===== src/rtl/hamming_secded_pkg.sv =====
// Shared types and codeword-layout helpers for the extended Hamming SEC-DED codec.
// Position 0 holds overall parity, powers of two hold Hamming bits, the rest carry data.
package hamming_secded_pkg;

    localparam int DATA_W = 64;
    localparam int RED_W  = 8;
    localparam int CW_W   = DATA_W + RED_W;

    typedef enum logic [1:0] {
        NONE,
        SINGLE,
        DOUBLE
    } err_e;

    function automatic logic is_pow2(input int j);
        return (j > 0) && ((j & (j - 1)) == 0);
    endfunction

    // Skip over every power-of-two slot at or below the candidate position.
    function automatic int data_pos(input int i);
        int j;
        j = i + 1;
        for (int b = 0; b < 31; b++) begin
            if ((1 << b) <= j) begin
                j = j + 1;
            end
        end
        return j;
    endfunction

    function automatic int pos_to_data(input int j);
        int lg;
        lg = 0;
        for (int b = 0; b < 31; b++) begin
            if ((1 << b) <= j) begin
                lg = b;
            end
        end
        return j - lg - 2;
    endfunction

endpackage


===== src/rtl/hamming_syndrome_calc.sv =====
// Combinational syndrome and overall-parity computation over a full codeword.
module hamming_syndrome_calc #(
    parameter int CW = 72,
    parameter int SW = 7
) (
    input  logic [CW-1:0] codeword,
    output logic [SW-1:0] syndrome,
    output logic          parity
);

    // The syndrome is the XOR of the indices of all set bits above position 0.
    always_comb begin
        syndrome = '0;
        for (int j = 1; j < CW; j++) begin
            if (codeword[j]) begin
                syndrome = syndrome ^ SW'(j);
            end
        end
        parity = ^codeword;
    end

endmodule


===== src/rtl/hamming_secded_codec.sv =====
// Registered SEC-DED encoder and decoder, one cycle of latency per independent path.
// Optional error counters are built when ECC_ERR_COUNT_EN is defined.
module hamming_secded_codec
    import hamming_secded_pkg::*;
#(
    parameter int data_bit_width      = DATA_W,
    parameter int redundant_bit_width = RED_W
) (
    input  logic                                          clk,
    input  logic                                          rst,
    input  logic                                          enc_valid_in,
    input  logic [data_bit_width-1:0]                     enc_data_in,
    output logic                                          enc_valid_out,
    output logic [data_bit_width+redundant_bit_width-1:0] enc_data_out,
    input  logic                                          dec_valid_in,
    input  logic [data_bit_width+redundant_bit_width-1:0] dec_data_in,
    output logic                                          dec_valid_out,
    output logic [data_bit_width-1:0]                     dec_data_out,
    output logic                                          dec_single_err,
    output logic                                          dec_double_err,
`ifdef ECC_ERR_COUNT_EN
    output logic [31:0]                                   corr_cnt,
    output logic [31:0]                                   uncorr_cnt,
`endif
    output logic [redundant_bit_width-2:0]                dec_syndrome
);

    localparam int CW = data_bit_width + redundant_bit_width;
    localparam int SW = redundant_bit_width - 1;

    if ((2 ** SW) < CW) begin : g_illegal_params
        $error("hamming_secded_codec: 2^(P-1) must be >= D+P");
    end

    logic [SW-1:0] enc_syn;
    logic [CW-1:0] enc_cw;

    // Each Hamming bit is one bit of the XOR of all set data positions.
    always_comb begin
        enc_syn = '0;
        for (int i = 0; i < data_bit_width; i++) begin
            if (enc_data_in[i]) begin
                enc_syn = enc_syn ^ SW'(data_pos(i));
            end
        end
    end

    for (genvar j = 0; j < CW; j++) begin : g_enc_layout
        if (j == 0) begin : g_p0
            assign enc_cw[j] = ^{enc_syn, enc_data_in};
        end else if (is_pow2(j)) begin : g_hamming
            assign enc_cw[j] = enc_syn[$clog2(j)];
        end else begin : g_data
            assign enc_cw[j] = enc_data_in[pos_to_data(j)];
        end
    end

    logic [SW-1:0]             dec_syn;
    logic                      dec_par;
    err_e                      dec_err;
    logic [data_bit_width-1:0] dec_fix;

    hamming_syndrome_calc #(
        .CW(CW),
        .SW(SW)
    ) u_syndrome (
        .codeword(dec_data_in),
        .syndrome(dec_syn),
        .parity  (dec_par)
    );

    // Odd parity with an in-range syndrome is one flipped bit; anything else nonzero is fatal.
    always_comb begin
        dec_err = NONE;
        if (dec_par) begin
            dec_err = (int'(dec_syn) < CW) ? SINGLE : DOUBLE;
        end else if (dec_syn != '0) begin
            dec_err = DOUBLE;
        end
    end

    for (genvar i = 0; i < data_bit_width; i++) begin : g_dec_extract
        localparam int POS = data_pos(i);
        assign dec_fix[i] = dec_data_in[POS] ^ ((dec_err == SINGLE) && (dec_syn == SW'(POS)));
    end

    logic                      enc_valid_d, enc_valid_q;
    logic [CW-1:0]             enc_data_d, enc_data_q;
    logic                      dec_valid_d, dec_valid_q;
    logic [data_bit_width-1:0] dec_data_d, dec_data_q;
    logic                      dec_single_d, dec_single_q;
    logic                      dec_double_d, dec_double_q;
    logic [SW-1:0]             dec_syn_d, dec_syn_q;

    always_comb begin
        enc_valid_d  = enc_valid_in;
        enc_data_d   = enc_cw;
        dec_valid_d  = dec_valid_in;
        dec_data_d   = dec_fix;
        dec_single_d = dec_valid_in && (dec_err == SINGLE);
        dec_double_d = dec_valid_in && (dec_err == DOUBLE);
        dec_syn_d    = dec_syn;
    end

    always_ff @(posedge clk or posedge rst) begin
        if (rst) begin
            enc_valid_q  <= 1'b0;
            enc_data_q   <= '0;
            dec_valid_q  <= 1'b0;
            dec_data_q   <= '0;
            dec_single_q <= 1'b0;
            dec_double_q <= 1'b0;
            dec_syn_q    <= '0;
        end else begin
            enc_valid_q  <= enc_valid_d;
            enc_data_q   <= enc_data_d;
            dec_valid_q  <= dec_valid_d;
            dec_data_q   <= dec_data_d;
            dec_single_q <= dec_single_d;
            dec_double_q <= dec_double_d;
            dec_syn_q    <= dec_syn_d;
        end
    end

    assign enc_valid_out  = enc_valid_q;
    assign enc_data_out   = enc_data_q;
    assign dec_valid_out  = dec_valid_q;
    assign dec_data_out   = dec_data_q;
    assign dec_single_err = dec_single_q;
    assign dec_double_err = dec_double_q;
    assign dec_syndrome   = dec_syn_q;

`ifdef ECC_ERR_COUNT_EN
    logic [31:0] corr_cnt_d, corr_cnt_q;
    logic [31:0] uncorr_cnt_d, uncorr_cnt_q;

    // Counters follow the registered flags and hold once they reach all-ones.
    always_comb begin
        corr_cnt_d   = corr_cnt_q;
        uncorr_cnt_d = uncorr_cnt_q;
        if (dec_valid_q && dec_single_q && (corr_cnt_q != '1)) begin
            corr_cnt_d = corr_cnt_q + 32'd1;
        end
        if (dec_valid_q && dec_double_q && (uncorr_cnt_q != '1)) begin
            uncorr_cnt_d = uncorr_cnt_q + 32'd1;
        end
    end

    always_ff @(posedge clk or posedge rst) begin
        if (rst) begin
            corr_cnt_q   <= '0;
            uncorr_cnt_q <= '0;
        end else begin
            corr_cnt_q   <= corr_cnt_d;
            uncorr_cnt_q <= uncorr_cnt_d;
        end
    end

    assign corr_cnt   = corr_cnt_q;
    assign uncorr_cnt = uncorr_cnt_q;
`endif

endmodule


===== config.mk =====
export PLATFORM = sky130hd
export DESIGN_NAME = hamming_secded_codec
export DESIGN_NICKNAME = d
export VERILOG_FILES = /design/src/rtl/hamming_secded_pkg.sv /design/src/rtl/hamming_syndrome_calc.sv /design/src/rtl/hamming_secded_codec.sv
export SDC_FILE = /design/constraint.sdc
export NUM_CORES = 1
export LEC_CHECK = 0
export ABC_CLOCK_PERIOD_IN_PS = 8850
export CAP_MARGIN = 10
export CORE_MARGIN = 4
export CORE_UTILIZATION = 38
export DETAILED_ROUTE_END_ITERATION = 8
export GPL_TIMING_DRIVEN = 1
export PLACE_DENSITY = 0.71
export SYNTH_ARGS = -nofsm -noshare
export SYNTH_HDL_FRONTEND = slang
export SYNTH_HIERARCHICAL = 1
export SYNTH_SLANG_ARGS = --single-unit

===== constraint.sdc =====
create_clock -name clk -period 8.85 [get_ports clk]
set_input_delay 1.77 -clock clk [delete_from_list [all_inputs] [get_ports clk]]
set_output_delay 1.77 -clock clk [all_outputs]
set_load 0.01 [all_outputs]

==> out/qor.yml <==
layout:
  nets: 1010
  final_layout_size_suffix_gt1_share_pct: 6.229
  n_antenna_cell: 0
  syn2layout_area_growth_pct: 50.98
  fin_cells: 1143
clock_network:
  clkTransAtPathRegs_ns: 0.06
  numCtsBuffers: 17
  clock_path_buffers: 2
  clock-root-buffer: "clkbuf_16"
  htree_levels: 4
  tritoncts: "built"
  hold_buffers: 0
  clock-sinks: 147
  cts_resized: 0
  postCtsSetupRepairBufs: 0
floorplan:
  io_pins: 287
  die_y_um: 147.9
  die_w_um: 147.9
  core-area_sq_mm: 0.01896
  initial_core_util_pct: 39.22
  die-area_sq_mm: 0.02187
  fp-row-count: 50
drt:
  vias: 5060
  via_per_inst: 4.427
  post-route-drc-count: 0
  routed_wl_um: 22900
  wl_per_cell_um: 20.03
  drt_iter0_drc: 170
  drt_pass1_iterations: 4
  antenna_left: 0
power_and_ir_drop:
  p_leak_nw: 4.596
  ir_drop_v: 0.0001939
  p_total_w: 0.003239
  powerDensity_mw_per_mm2: 288.6
timing:
  slew_violations: 0
  worst_pin_slew_ns: 0.9505
  rsz0062_at_grt: "no"
  fin_crit_sh_pct: 58.62
  slew_headroom_pct: 36.15
  hold_viol: 0
  fmax_mhz: 192.8
  min_period_ns: 5.188
  setup_viol: 0
  fin_tns_setup_ns: 0
critical_path:
  path_class: "primary input to flip-flop"
  cp_data_arrival_time_ns: 5.48
  critPathLaunchType: "primary input"
  cp-end-kind: "flip-flop"
  cp.required_ns: 9.14
  crit_path_max_fanout: 8
hold_path:
  hp-class: "primary input to flip-flop"
global_routing:
  antenna_found_initial: 1
  grt_max_degree: 87
  grt_pass1_vias: 5547
  grt_pass1_wl_um: 34300
  grt_util_all_layers_pct: 21.12
  overflow: 0
synth:
  synth_cell_types: 25
  syn-cell-area_sq_mm: 0.007435
  ys_ff_latch: 147
  synth_warnings: 6
  syn_area_per_cell_sq_um: 13.16
  ys_seq_area_share_pct: 49.48
  syn_nets: 705
  synth_cells: 565
placed_design:
  gp_congestion: 0.8669
  hpwl_um: 18380
  dp_cells: 1110
  port_buffers: 286
status:
  outcome: "completed"
run:
  drv_cap: 0
[sequential cells by signal, indices dropped and copies added, names as in the netlist]
signal          cells
enc_data_out       72
dec_data_out       64
dec_syndrome        7
dec_double_err      1
dec_single_err      1
dec_valid_out       1
enc_valid_out       1
[metal layers]
metal / global-route usage (%) / wire length, um / vias up
li1: - / - / 2391
met3: 7.174 / 1806 / 24
met4: 5.866 / 396 / 2
met5: 0 / 18 / -
met2: 37.14 / 11650 / 220
met1: 24.68 / 9032 / 2423
[worst paths after layout]
path / start / end / depth (start not counted)
min in group asynchronous: rst / enc_valid_out / 2
max in group asynchronous: rst / enc_data_out[13] / 3
hold / removal: enc_valid_in / enc_valid_out / 1
setup / recovery: dec_data_in[55] / dec_data_out[7] / 10
[per-stage QoR]
stage	util [%]	hold WS (ns)	setup slack (ns)	cell area, sq um
final	59.21	1.793	3.662	11220
after global routing	59.21	1.795	3.474	11220
after CTS	59.19	1.777	3.537	11220
after detailed placement	56.09	2.231	3.113	10630
after global placement	56.09	2.220	3.085	10630
after floorplan	-	1.801	3.129	7435
[cell usage in the layout (no fill, tap or decap), types with 4 or more instances in the layout]
cell type        instances
dfrtp_1                147
clkinv_4                 4
nand2b_1                 6
nand2_1                 50
nor3_1                   8
xnor2_2                  9
xnor3_2                  4
clkbuf_16               17
xnor2_1                201
clkdlybuf4s50_1        286
inv_6                    4
xnor3_1                 29
xor2_1                  56
nor2_1                  28
[power by group]
| group | internal [W] | switching (W) |
|---|---|---|
| clock | 0.000416 | 0.000299 |
| combinational | 0.000819 | 0.000890 |
| sequential | 0.000784 | 0.0000307 |
| total | 0.00202 | 0.00122 |
[worst max-delay path: stages]
cell,delay [ns]
clkdlybuf4s50_1,0.55
xor2_1,0.36
xnor2_1,0.21
xor2_2,0.29
xnor3_2,0.51
xnor3_1,0.54
nand2b_1,0.14
nor3_1,0.71
nand2_1,0.19
xnor2_1,0.19
[area by class of cell]
| cell class | count | area, sq um |
|---|---|---|
| flip-flops and latches | 147 | 3679 |
| inverters | 3 | 16.27 |
| multi-input cells | 412 | 3734 |
| clock buffers | 21 | 470.5 |
| well taps | 260 | 325.3 |
| clock inverters | 11 | 117.6 |
| repair buffers | 289 | 2883 |
| fillers | 1585 | 7731 |
[synthesized netlist by cell type]
cell	number	area, sq um
nor2b_1	2	12.51
nor4_1	1	6.260
o31ai_1	1	7.510
xnor3_4	2	52.55
clkbuf_1	3	11.26
inv_1	3	11.26
xnor2_1	201	1760
nor2_1	28	105.1
xor2_1	56	490.5
nand2_1	50	187.7
or2_2	2	12.51
xnor3_1	29	653.1
nor3_1	8	40.04
or2_1	2	12.51
and3_1	1	6.260
nand2b_1	6	37.54
nor4b_1	1	8.760
a21oi_1	1	5.000
xor3_1	1	23.77
xor2_2	3	48.80
xnor3_2	4	95.09
nand3_1	3	15.01
dfrtp_1	147	3679
nand4_1	1	6.260
xnor2_2	9	146.4
[cells by family (layout without fill, tap and decap cells)]
family / count (synthesis) / count (layout) / synth area share (%)
compound gates: 2 / 2 / 0.1683
simple gates: 105 / 105 / 6.059
flops: 147 / 147 / 49.48
buf+inv: 6 / 324 / 0.3029
xor+xnor: 305 / 305 / 43.99
Note: power is estimated with default switching activity, not from simulation.
